<file path="src/rtl/softmax_pkg.sv">
// Shared types and defaults for the softmax engine scheduler.
package softmax_pkg;

    localparam int DATA_W_DEF = 128;

    typedef enum logic [1:0] {
        IDLE,
        ISSUE,
        WAIT,
        RESP
    } sched_state_t;

endpackage

</file>
<file path="src/rtl/softmax_sched_rr_arbiter.sv">
// Combinational round-robin picker: the nearest requester after last_grant (with wrap) wins.
module rr_arbiter #(
    parameter int N    = 4,
    parameter int ID_W = $clog2(N)
) (
    input  logic [N-1:0]    req,
    input  logic [ID_W-1:0] last_grant,
    output logic [N-1:0]    grant
);

    int          idx;
    logic [N-1:0] cand;

    // NOTE: every variable written here gets a default first, so no latch is inferred.
    always_comb begin
        grant = '0;
        idx   = 0;
        cand  = '0;
        // Walk from the farthest candidate to the nearest so the nearest one overwrites.
        for (int k = N; k >= 1; k--) begin
            idx = int'(last_grant) + k;
            if (idx >= N) idx = idx - N;
            cand = N'(1) << idx;
            if ((req & cand) != '0) grant = cand;
        end
    end

endmodule

</file>
<file path="src/rtl/softmax_sched.sv">
// Shares one softmax engine among N_REQ requesters: round-robin grant, issue, wait with timeout, respond.
module softmax_sched
    import softmax_pkg::*;
#(
    parameter int N_REQ   = 4,
    parameter int DATA_W  = DATA_W_DEF,
    parameter int TIMEOUT = 16
) (
    input  logic                       clk,
    input  logic                       rst_n,
    input  logic [N_REQ-1:0]           req,
    input  logic [N_REQ*DATA_W-1:0]    req_data,
    output logic [N_REQ-1:0]           req_ack,
    output logic                       eng_start,
    output logic [DATA_W-1:0]          eng_data,
    input  logic                       eng_busy,
    input  logic                       eng_done,
    input  logic [DATA_W-1:0]          eng_result,
    output logic                       resp_valid,
    input  logic                       resp_ready,
    output logic [$clog2(N_REQ)-1:0]   resp_id,
    output logic [DATA_W-1:0]          resp_data,
    output logic                       err_timeout,
    input  logic                       err_clr
);

    localparam int ID_W  = $clog2(N_REQ);
    localparam int CNT_W = $clog2(TIMEOUT);

    sched_state_t      state, state_next;
    logic [ID_W-1:0]   last_grant;
    logic [ID_W-1:0]   grant_id;
    logic [N_REQ-1:0]  grant;
    logic [N_REQ-1:0]  grant_q;
    logic [DATA_W-1:0] sel_data;
    logic [CNT_W-1:0]  wait_cnt;
    logic              take;
    logic              timeout_hit;

    rr_arbiter #(
        .N    (N_REQ),
        .ID_W (ID_W)
    ) u_arb (
        .req        (req),
        .last_grant (last_grant),
        .grant      (grant)
    );

    assign take        = (state == IDLE) && (|req) && !eng_busy;
    assign timeout_hit = (state == WAIT) && !eng_done && (wait_cnt == CNT_W'(TIMEOUT - 1));

    always_comb begin
        grant_id = '0;
        sel_data = '0;
        for (int i = 0; i < N_REQ; i++) begin
            if (grant[i]) begin
                grant_id = ID_W'(i);
                sel_data = req_data[i*DATA_W +: DATA_W];
            end
        end
    end

    // NOTE: sequential state uses non-blocking assignments so all registers update together.
    always_ff @(posedge clk or negedge rst_n) begin
        if (!rst_n) state <= IDLE;
        else        state <= state_next;
    end

    always_comb begin
        state_next = state;
        case (state)
            IDLE:    if (take) state_next = ISSUE;
            ISSUE:   state_next = WAIT;
            WAIT: begin
                if (eng_done)         state_next = RESP;
                else if (timeout_hit) state_next = IDLE;
            end
            RESP:    if (resp_ready) state_next = IDLE;
            default: state_next = IDLE;
        endcase
    end

    always_ff @(posedge clk or negedge rst_n) begin
        if (!rst_n) begin
            last_grant  <= ID_W'(N_REQ - 1);
            grant_q     <= '0;
            resp_id     <= '0;
            eng_data    <= '0;
            resp_data   <= '0;
            wait_cnt    <= '0;
            err_timeout <= 1'b0;
        end else begin
            if (take) begin
                grant_q    <= grant;
                resp_id    <= grant_id;
                last_grant <= grant_id;
                eng_data   <= sel_data;
            end
            if (state == ISSUE)
                wait_cnt <= '0;
            else if ((state == WAIT) && !eng_done && !timeout_hit)
                wait_cnt <= wait_cnt + CNT_W'(1);
            if ((state == WAIT) && eng_done)
                resp_data <= eng_result;
            // A timeout in the same cycle as a clear leaves the flag set.
            if (timeout_hit)  err_timeout <= 1'b1;
            else if (err_clr) err_timeout <= 1'b0;
        end
    end

    assign eng_start  = (state == ISSUE);
    assign req_ack    = (state == ISSUE) ? grant_q : '0;
    assign resp_valid = (state == RESP);

endmodule

</file>
<file path="config.mk">
export PLATFORM = sky130hd
export DESIGN_NAME = softmax_sched
export DESIGN_NICKNAME = d
export VERILOG_FILES = /design/src/rtl/softmax_pkg.sv /design/src/rtl/softmax_sched_rr_arbiter.sv /design/src/rtl/softmax_sched.sv
export SDC_FILE = /design/constraint.sdc
export NUM_CORES = 1
export LEC_CHECK = 0
export CELL_PAD_IN_SITES_DETAIL_PLACEMENT = 1
export CELL_PAD_IN_SITES_GLOBAL_PLACEMENT = 1
export CORE_AREA = 3 3 357 359
export DETAILED_ROUTE_END_ITERATION = 10
export DIE_AREA = 0 0 360 362
export MAX_ROUTING_LAYER = met4
export PLACE_DENSITY = 0.44
export SLEW_MARGIN = 20
export SYNTH_ARGS = -nofsm -noshare
export SYNTH_HDL_FRONTEND = slang
export SYNTH_SLANG_ARGS = --single-unit
</file>
<file path="constraint.sdc">
create_clock -name clk -period 3 [get_ports clk]
set_clock_uncertainty 0.05 [all_clocks]
set_input_delay 0.6 -clock clk [delete_from_list [all_inputs] [get_ports clk]]
set_output_delay 0.6 -clock clk [all_outputs]
set_load 0.01 [all_outputs]
</file>
Word level (Yosys, flattened, before mapping)
Cells that the tools add are included.

storage, ports and cells
  output and inout port bits = 265
  latch bits = 0
  bits in read-only memories = 0
  input bits = 650
  memory bits (writable) = 0
  flip-flop bits (word level) = 271
  memories kept = 0

cells by class
  $add $sub $neg = 9
  multipliers = 0
  div/mod/pow operators = 0
  bitwise logic cells = 4
  reduce and logical (&&, ||, !) cells = 18
  shifts and indexed selects = 4
  $lt $le $gt $ge = 4
  muxes and demuxes = 25
  eq/ne operators = 7

operators with widths
  operator                                                             count
  2-to-1 mux 128 bit                                                   4
  greater-or-equal comparator 32 x 4 -> 1 bit (second input constant)  4
  2-to-1 mux 32 bit                                                    4
  << shifter 1 x 32 -> 4 bit (first input constant)                    4
  subtractor 32 x 4 -> 32 bit (second input constant)                  4
  2-to-1 mux 4 bit                                                     7
  AND 4 bit                                                            4
  nonzero test 4 bit                                                   4
  2-to-1 mux 2 bit                                                     6
  case mux 2 bit (4 select lines)                                      1
  adder 2 x 2 -> 3 bit (second input constant)                         2
  logical AND 1 bit                                                    6
  adder 2 x 3 -> 4 bit (second input constant)                         1
  adder 4 x 1 -> 4 bit (second input constant)                         1
  == test 2 bit (second input constant)                                2
  == test 4 bit (second input constant)                                1
  nonzero test 2 bit                                                   2
  OR reduction 4 bit                                                   1
  adder 2 x 1 -> 3 bit (second input constant)                         1
  zero test 1 bit                                                      3
  2-to-1 mux 1 bit                                                     3
  inequality test 3 bit (second input constant)                        1
  AND reduction 3 bit                                                  1
  == test 2 x 1 -> 1 bit (second input constant)                       1
  3 further kinds                                                      3

Logic depth before layout (Yosys ltp)
  depth in word-level cells = 14
  depth in mapped cells = 8
  gate-level depth less buffers = 6

Modules after synthesis
Synthesis repeated with hierarchy kept, for this count alone.

second synthesis, totals
  cells, all modules = 1117
  area total of the unflattened synthesis = 12863.6 µm²

by module, submodules not included
  module         area an instance (µm²)  cells an instance  times used  seq. area each (µm²)
  softmax_sched  12752.2                 1098               1           6784.0
  rr_arbiter     111.4                   19                 1           0.0

Worst setup path before layout
Ideal clock, no wire load.

  path kind = in2reg
  start point = input port req[0]
  end point = register eng_data[104]
  arrival time = 1.954 ns
  library setup time = 0.104 ns
  stages on the path = 7
  data required time = 2.846 ns
  setup slack = 0.892 ns
  cells stage by stage = nor4_1 > or4_1 > buf_2 > buf_4 > clkbuf_1 > nand2_1 > o311ai_1

on the way
  word-level cells in the longest chain between the ends = 10
  elaborated cells on any way between the ends = 19
  those cells by class = 8 x mux; 4 x bitwise; 7 x reduce/logical

RTL lines
  item                             RTL line                        RTL
  start, declared                  softmax_sched.sv:11             input logic [N_REQ-1:0] req,
  AND 4 bit                        softmax_sched_rr_arbiter.sv:24  if ((req & cand) != '0) grant = cand;
  nonzero test 4 bit               softmax_sched_rr_arbiter.sv:24
  2-to-1 mux 4 bit (4 in a row)    softmax_sched_rr_arbiter.sv:24
  2-to-1 mux 128 bit (4 in a row)  softmax_sched.sv:56             if (grant[i]) begin
  end signal, assigned             softmax_sched.sv:97             eng_data <= sel_data;
  end, declared                    softmax_sched.sv:15             output logic [DATA_W-1:0] eng_data,

Parallel ways exist; a longest one is shown, timed or not.
A chain may end at the register's enable or synchronous reset.

Worst setup path in the final report
  start point = register state[1]
  end point = output port req_ack[3]

on the way
  word-level cells in the longest chain between the ends = 2

RTL lines
  item                    RTL line              RTL
  start, declared         softmax_sched.sv:30   sched_state_t state, state_next;
  start signal, assigned  softmax_sched.sv:66   else state <= state_next;
  == test 2 x 1 -> 1 bit  softmax_sched.sv:112  assign req_ack = (state == ISSUE) ? grant_q : '0;
  2-to-1 mux 4 bit        softmax_sched.sv:112
  end, declared           softmax_sched.sv:13   output logic [N_REQ-1:0] req_ack,

No other way between the ends.

==> qor.yml <==
die_h_um: 362
ant_nets: 0
post-place-ws_ns: -0.3009
vdd_drop_max_mv: 0.3099
path_class: "flop to output port"
layout_worst_path_cycle_share: 0.9392
num-nets-final: 2789
yosysWarningCount: 0
globalplace.congestion: 0.8534
drc: 0
synth.distinct_cells: 40
drtPass1Iterations: 5
drv_slew: 0
synthCells: 1241
place_area_um2: 24660
whs_path_depth: 2
crit_path_start_kind: "flop"
required_ns: 2.35
dieWidth_um: 360
seq_area_frac_synth: 0.5200
totalWireLength_um: 98590
dr_total_vias: 14880
fin_setup_tns_ns: 0
cts_num_sinks: 271
startpoint: "state[1]$_DFFE_PN0P_"
period_needed_ns: 2.818
grt_pass1_wl_um: 134400
rsz0062_at_grt: "no"
clockRootBuffer: "clkbuf_16"
setup_viol: 0
setup_slack_ns: 0.1823
outcome: "finished, final reports clean"
min_path_type: "flop to flop"
worst_slew_pin_slew_ns: 0.8349
numCtsBuffers: 39
h-tree-depth: 2
power_uw: 22750
syn2layout_area_growth_pct: 98.85
track_usage: 0.1491
hold_slack_ns: 0.4073
synth-edff-count: 0
p_leak_uw: 0.009732
dp_hpwl_um: 79350
drv_cap: 0
async_flop_share: 1.000
grt_pass1_vias: 16670
core_um2: 124100
slew_headroom: 0.4434
start_util: 0.1051
max_freq_mhz: 354.9
setup.worst_path.end_class: "output port"
powerDensity_nw_per_um2: 876.9
drive_gt1_frac: 0.1249
ys_ff_latch: 271
r2r-start: "last_grant[1]$_DFFE_PN1P_"
hp-start: "grant_q[0]$_DFFE_PN0P_"
grt_antenna_before_repair: 42
rr_worst_depth: 5
grt-ovfl-total: 0
grt_max_degree: 65
hold_viol_final: 0
avgSynthCellArea_um2: 10.51
io_buffers: 914
cts_buffer_depth: 3
syn_area_um2: 13050
synth_area_leader_cell: "dfrtp_1"
finalInstanceArea_um2: 25940
ys_top_cells_by_area: "dfrtp_1 (52%), mux2_2 (11%), a221oi_1 (8.6%)"
final_cell_mix: "clkdlybuf4s50_1 (912), dfrtp_1 (268), nand2_1 (140)"
cts_tree: "done"
synth.net_count: 1892
synth_top_area_frac: 0.5160
top_level_ports: 915
crit_fanout: 9
dieArea_um2: 130300
synthFlopType: "dfrtp_1"
fillers: 14170
insertion_delay_ns: 0.57
drtIter0Drc: 735
wl_per_cell_um: 25.76
vias_per_cell: 3.887
rows: 129
clk_pin_slew_ns: 0.05
cp.arrival_ns: 2.17
final_common_cell: "clkdlybuf4s50_1"
[stage by stage]
step / util / cells
after floorplan: - / 1241
after global placement: 0.1986 / 3733
after detailed placement: 0.1987 / 3733
after CTS: 0.2084 / 3799
after global routing: 0.2090 / 3827
final: 0.2090 / 3827
[synth_stat cells (3+ instances only)]
cell type	number
o311ai_1	128
nand2_1	141
dfrtp_1	269
o21ai_0	5
and2_1	5
buf_2	43
mux2_2	128
clkbuf_1	85
a21oi_1	7
nor2_1	133
a221oi_1	128
nand3_1	131
o22a_1	3
[what timing repair did]
item	in CTS	in global routing
hold endpoints to repair	25	0
hold buffers	1	0
buffers inserted	0	0
gates resized for setup	0	1
setup endpoints to repair	0	4
[report_power, final]
group	total (uW)	switching [uW]	internal, uW
Sequential	6590	1200	5390
Combinational	11700	5710	5960
Clock	4490	1860	2620
[layout make-up]
type / instances / area [um^2] / share of cell area
inverters: 3 / 11.26 / 0.0004341
clock buffers: 56 / 1100 / 0.04240
well taps: 1637 / 2048 / 0.07896
clock inverters: 9 / 96.34 / 0.003714
repair buffers: 988 / 10080 / 0.3888
flip-flops and latches: 271 / 6785 / 0.2616
diodes: 28 / 70.07 / 0.002701
multi-input cells: 835 / 5744 / 0.2214
[worst paths after layout]
path,to,slack (ns)
max,req_ack[3],0.18
min,grant_q[0]$_DFFE_PN0P_,0.41
max reg2reg,eng_data[27]$_DFFE_PN0P_,0.40
min reg2reg,grant_q[0]$_DFFE_PN0P_,0.41
max in group asynchronous,resp_data[5]$_DFFE_PN0P_,1.51
min in group asynchronous,eng_data[104]$_DFFE_PN0P_,0.61
[worst max-delay path: stages (launching register included)]
cell,delay (ns)
dfrtp_1,0.51
nor2b_1,0.17
buf_4,0.18
and2_1,0.16
clkdlybuf4s50_1,0.57
[cell families (layout without fill, tap and decap cells)]
| kind of cell | Yosys count | count (layout) | synth area share |
|---|---|---|---|
| AO/OA/AOI/OAI | 279 | 279 | 0.1831 |
| XOR/XNOR | 1 | 1 | 0.0006715 |
| adder cells (fa/ha/maj) | 1 | 1 | 0.0009590 |
| buffers and inverters | 135 | 1056 | 0.04355 |
| flip-flops | 271 | 271 | 0.5200 |
| multiplexers | 129 | 129 | 0.1113 |
| other | 0 | 28 | 0 |
| AND/OR/NAND/NOR | 425 | 425 | 0.1404 |
[flip-flops by register name, indices dropped and copies added (netlist names)]
| register | flops |
|---|---|
| eng_data | 128 |
| err_timeout | 1 |
| grant_q | 4 |
| last_grant | 2 |
| resp_data | 128 |
| resp_id | 2 |
| state | 2 |
| wait_cnt | 4 |
[routing by layer]
layer | wire, um | GRT usage | up-vias
li1 | - | - | 6549
met1 | 37850 | 0.1605 | 7542
met2 | 50300 | 0.2561 | 652
met3 | 7377 | 0.04915 | 134
met4 | 3070 | 0.05346 | 0
met5 | 0 | - | -
Note: power is estimated with default switching activity, not from simulation.
